## src/rtl/fc_pkg.sv

```systemverilog
// rtl/fc_pkg.sv - shared defaults and index type for the fully-connected datapath
package fc_pkg;
  localparam int FC_IN    = 128;
  localparam int FC_WIDTH = 8;

  typedef logic [$clog2(FC_IN)-1:0] fc_idx_t;
endpackage

```

## src/rtl/fc_buf_bank.sv

```systemverilog
// rtl/fc_buf_bank.sv - one IN x WIDTH activation bank with indexed write and single-cycle clear
module fc_buf_bank
  import fc_pkg::*;
#(
  parameter int WIDTH = FC_WIDTH,
  parameter int IN    = FC_IN,
  localparam int IDX_W = $clog2(IN)
) (
  input  logic             clk,
  input  logic             rst,
  input  logic             we,
  input  logic [IDX_W-1:0] idx,
  input  logic [WIDTH-1:0] din,
  input  logic             clr,
  output logic [WIDTH-1:0] dout [0:IN-1]
);

  logic [WIDTH-1:0] mem [0:IN-1];

  // Clear wins over write; the top never targets one bank with both.
  always_ff @(posedge clk) begin
    if (rst || clr) begin
      for (int i = 0; i < IN; i++) mem[i] <= '0;
    end else if (we) begin
      mem[idx] <= din;
    end
  end

  assign dout = mem;

endmodule

```

## src/rtl/fc_in_buffer.sv

```systemverilog
// rtl/fc_in_buffer.sv - ping-pong serial-to-parallel activation collector feeding the fc layer
module fc_in_buffer
  import fc_pkg::*;
#(
  parameter int WIDTH = FC_WIDTH,
  parameter int IN    = FC_IN,
  localparam int IDX_W = $clog2(IN)
) (
  input  logic             clk,
  input  logic             rst,
  input  logic             s_valid,
  output logic             s_ready,
  input  logic [WIDTH-1:0] s_data,
  input  logic             s_last,
  output logic [WIDTH-1:0] x [0:IN-1],
  output logic             x_valid,
  input  logic             x_ready,
  output logic             err
);

  logic [1:0]       full;
  logic             wr_bank;
  logic             rd_bank;
  logic [IDX_W-1:0] idx;

  logic             accept;
  logic             at_end;
  logic             close;
  logic             release_vec;
  logic [WIDTH-1:0] dout0 [0:IN-1];
  logic [WIDTH-1:0] dout1 [0:IN-1];

  assign s_ready     = !full[wr_bank];
  assign x_valid     = full[rd_bank];
  assign accept      = s_valid && s_ready;
  assign at_end      = (idx == IDX_W'(IN - 1));
  assign close       = accept && (s_last || at_end);
  assign release_vec = x_valid && x_ready;

  // Close and release always touch different banks: the write bank is empty, the read bank full.
  always_ff @(posedge clk) begin
    if (rst) begin
      full    <= 2'b00;
      wr_bank <= 1'b0;
      rd_bank <= 1'b0;
      idx     <= '0;
      err     <= 1'b0;
    end else begin
      if (accept) begin
        idx <= close ? '0 : idx + 1'b1;
        if (s_last != at_end) err <= 1'b1;
      end
      if (close) begin
        full[wr_bank] <= 1'b1;
        wr_bank       <= !wr_bank;
      end
      if (release_vec) begin
        full[rd_bank] <= 1'b0;
        rd_bank       <= !rd_bank;
      end
    end
  end

  fc_buf_bank #(.WIDTH(WIDTH), .IN(IN)) u_bank0 (
    .clk  (clk),
    .rst  (rst),
    .we   (accept && !wr_bank),
    .idx  (idx),
    .din  (s_data),
    .clr  (release_vec && !rd_bank),
    .dout (dout0)
  );

  fc_buf_bank #(.WIDTH(WIDTH), .IN(IN)) u_bank1 (
    .clk  (clk),
    .rst  (rst),
    .we   (accept && wr_bank),
    .idx  (idx),
    .din  (s_data),
    .clr  (release_vec && rd_bank),
    .dout (dout1)
  );

  always_comb begin
    for (int i = 0; i < IN; i++) x[i] = rd_bank ? dout1[i] : dout0[i];
  end

endmodule

```

## config.mk

```make
export PLATFORM = sky130hd
export DESIGN_NAME = fc_in_buffer
export DESIGN_NICKNAME = d
export VERILOG_FILES = /design/src/rtl/fc_pkg.sv /design/src/rtl/fc_buf_bank.sv /design/src/rtl/fc_in_buffer.sv
export SDC_FILE = /design/constraint.sdc
export NUM_CORES = 2
export LEC_CHECK = 0
export CAP_MARGIN = 15
export CORE_ASPECT_RATIO = 0.5
export CORE_UTILIZATION = 56
export DETAILED_ROUTE_END_ITERATION = 10
export PLACE_DENSITY = 0.8
export SLEW_MARGIN = 20
export SYNTH_ARGS = -nofsm -noshare
export SYNTH_HDL_FRONTEND = slang
export SYNTH_SLANG_ARGS = --single-unit
```

## constraint.sdc

```tcl
create_clock -name clk -period 2.5 [get_ports clk]
set_input_delay 0.25 -clock clk [delete_from_list [all_inputs] [get_ports clk]]
set_output_delay 0.25 -clock clk [all_outputs]
set_load 0.02 [all_outputs]
```

==> metrics.yaml <==
min_path:
  hold_depth: 5
  hold_end: "err$_SDFFE_PP0P_"
  hp-class: "in -> reg"
  min_from: "s_last"
timing:
  maxSlewViolCount: 0
  clock.fmax_mhz: 327
  worstMarginPinSlew_ns: 0.767
  fin_ws_ns: -0.562
  clock_skew_ns: 0.0366
  setup_tns_ns: -434.04
  period_needed_ns: 3.06
  finalHoldViolCount: 0
  period_share_pct: 122
  rsz0062_at_grt: "yes"
  setup_viol: 1021
  relSlewSlack_pct: 48.9
worst_setup_path:
  critical_path_class: "reg -> out"
  cp.required_ns: 2.25
  ff2ff_path_depth: 7
  r2r_end: "u_bank0.dout[932]$_SDFFE_PP0P_"
  critPathMaxStageDelay_ns: 0.55
  critPathArrivalTime_ns: 2.81
  path_depth: 4
  worst_path_max_delay_cell: "clkdlybuf4s50_1"
  reg2reg_setup_slack_ns: 0.16
  path_cells: "buf_16 -> buf_12 -> mux2_2 -> clkdlybuf4s50_1"
  crit_buf_inv: 3
  cp_max_fo: 37
  critical_path.endpoint_type: "output port"
  crit_path_start: "rd_bank$_SDFFE_PP0N_"
  cp-start-kind: "flop"
  rr_startpoint: "rd_bank$_SDFFE_PP0N_"
  critical_path.top_delay_family: "buffers and inverters"
pwr:
  p_leak_uw: 0.0542
  power.total_uw: 66000
  ir_drop_mv: 0.587
  powerDensity_mw_per_mm2: 597
placed_design:
  place.gp.congestion: 0.879
  dp_hpwl_um: 194000
  portBuffers: 1039
  post-place-ws_ns: 0.184
yosys:
  synth_seq_area_share_pct: 45.7
  ys_ff_latch: 2060
  synth_cells: 8314
  synth_area_mm2: 0.0903
  synthesis.area_per_instance_um2: 10.9
  synth_nets: 8329
  yosysWarnings: 0
  synth.distinct_cells: 42
floorplan:
  die-area_mm2: 0.163
  start_util_pct: 56.8
  die_height_um: 286
  num_io_pins: 1040
  die_w_um: 570
  core_area_mm2: 0.159
  fp-row-count: 103
grt:
  track_usage_pct: 36.2
  grt_overflow: 0
  grt_pass1_vias: 68900
  antenna_found_initial: 13
  grt_max_degree: 138
  grt_pass1_wl_um: 450000
finish:
  final_cell_mix: "dfxtp_1, mux2i_1, nand3_1, nand2_1, mux2_2"
  layout_commonest_cell: "dfxtp_1"
  syn_to_final_growth_pct: 22.5
  nets: 9058
  utilization_pct: 69.6
  drive_above_1_share_pct: 21.3
clock_tree:
  cts_root_buf: "clkbuf_16"
  cts.sinks: 2060
  htree_levels: 4
  clkLatencyLatePin_ns: 0.81
  cts_tree: "done"
  path_clk_slew_ns: 0.07
  holdBufCountCts: 0
  clock_path_buffers: 4
  numCtsBuffers: 183
drt:
  num_vias: 70000
  drt_pass1_iterations: 6
  routed_wl_um: 311000
  avgRoutedWirePerCell_um: 27.4
  antenna_left: 0
  viasPerCell: 6.17
  drc: 0
  drtIter0Drc: 6559
status:
  status: "complete, but fails checks"
  violations: "setup timing"
flow_run:
  cap_violations: 0
## kinds of logic (layout without fill, tap and decap cells)
logic type | Yosys count | in the layout | synth area share (%)
flip-flops | 2060 | 2060 | 45.7
buffers and inverters | 788 | 1653 | 4.32
adder cells (fa/ha/maj) | 2 | 2 | 0.0277
multiplexers | 3074 | 3074 | 35.5
other | 0 | 14 | 0
AO/OA/AOI/OAI | 22 | 22 | 0.150
AND/OR/NAND/NOR | 2368 | 2368 | 14.3
## layout make-up
cell class	count	area (um2)
inverter	6	30.0
timing repair buffer	1326	15100
clock inverter	63	722
clock buffer	258	5270
fill	11500	48300
antenna	14	35.0
sequential	2060	41300
multi-input combinational	5466	45500
tap	2152	2690
## Yosys cell counts, drive strengths merged
library cell / n / area (um2)
dfxtp: 2060 / 41200
mux2i: 2048 / 20500
nand3: 1290 / 8660
nand2: 1035 / 3880
mux2: 1026 / 11600
clkbuf: 447 / 1690
buf: 335 / 2190
a21oi: 9 / 45.0
and4bb: 8 / 100
inv: 6 / 22.5
and4b: 5 / 53.8
nor2: 5 / 18.8
nor4b: 5 / 92.6
o21ai: 5 / 25.0
o31ai: 4 / 30.0
or4: 4 / 30.0
a31oi: 3 / 25.0
and3: 3 / 18.8
nand4: 3 / 18.8
or3: 3 / 18.8
ha: 2 / 25.0
nor2b: 2 / 12.5
and2: 1 / 6.26
and4: 1 / 10.0
nand2b: 1 / 6.26
nand3b: 1 / 11.3
nor4: 1 / 21.3
o211a: 1 / 10.0
## metal layers
metal	global-route usage [%]	wire, um	up-vias
met4	28.9	27400	0
li1	-	-	30700
met1	45.3	122000	35100
met3	5.05	20200	999
met5	0	0	-
met2	56.4	141000	3221
## worst register-to-register path, cell delays in order, from the launching register on
cell and delay [ns]:
dfxtp_4 0.42, buf_12 0.18, buf_16 0.21, nand3b_4 0.20, buf_12 0.20, buf_12 0.45
nand3_1 0.38, mux2i_1 0.20
## state kept, by name, indices dropped and copies added, names as in the netlist
register and count:
err 1, u_bank0.dout 1024, u_bank1.dout 1024, wr_bank 1, idx 7, rd_bank 1
full 2
## report_power, final
group / internal [uW] / leakage [uW] / switching [uW] / total, uW
Sequential: 32800 / 0.0166 / 29.5 / 32900
Combinational: 1170 / 0.0347 / 2970 / 4150
Clock: 16100 / 0.00296 / 12900 / 29000
Total: 50100 / 0.0542 / 15900 / 66000
## how the worst max path moves through the flow
stage                     slack, ns                        endpoint
final                         -0.56                          x[895]
after global routing          -0.61                          x[457]
after CTS                     -0.56                          x[114]
after detailed placement       0.18  u_bank1.dout[385]$_SDFFE_PP0P_
after global placement         0.25  u_bank1.dout[858]$_SDFFE_PP0P_
after floorplan                0.43             idx[0]$_SDFFE_PP0N_
## timing repair
| action | CTS | global route |
|---|---|---|
| gates resized for setup | 240 | 115 |
| endpoints found under the setup margin | 1025 | 1026 |
| pin swaps | 0 | 0 |
| cloned | 9 | 9 |
| buffers inserted | 9 | 10 |
## per-stage QoR
stage | cell area (um2) | hold WS (ns) | instances
floorplan | 90300 | 0.319 | 8314
global placement | 104000 | 0.439 | 11000
detailed placement | 104000 | 0.448 | 11000
CTS | 110000 | 0.174 | 11300
global route | 111000 | 0.220 | 11300
finish | 111000 | 0.211 | 11300
(Power assumes the default switching activity.)
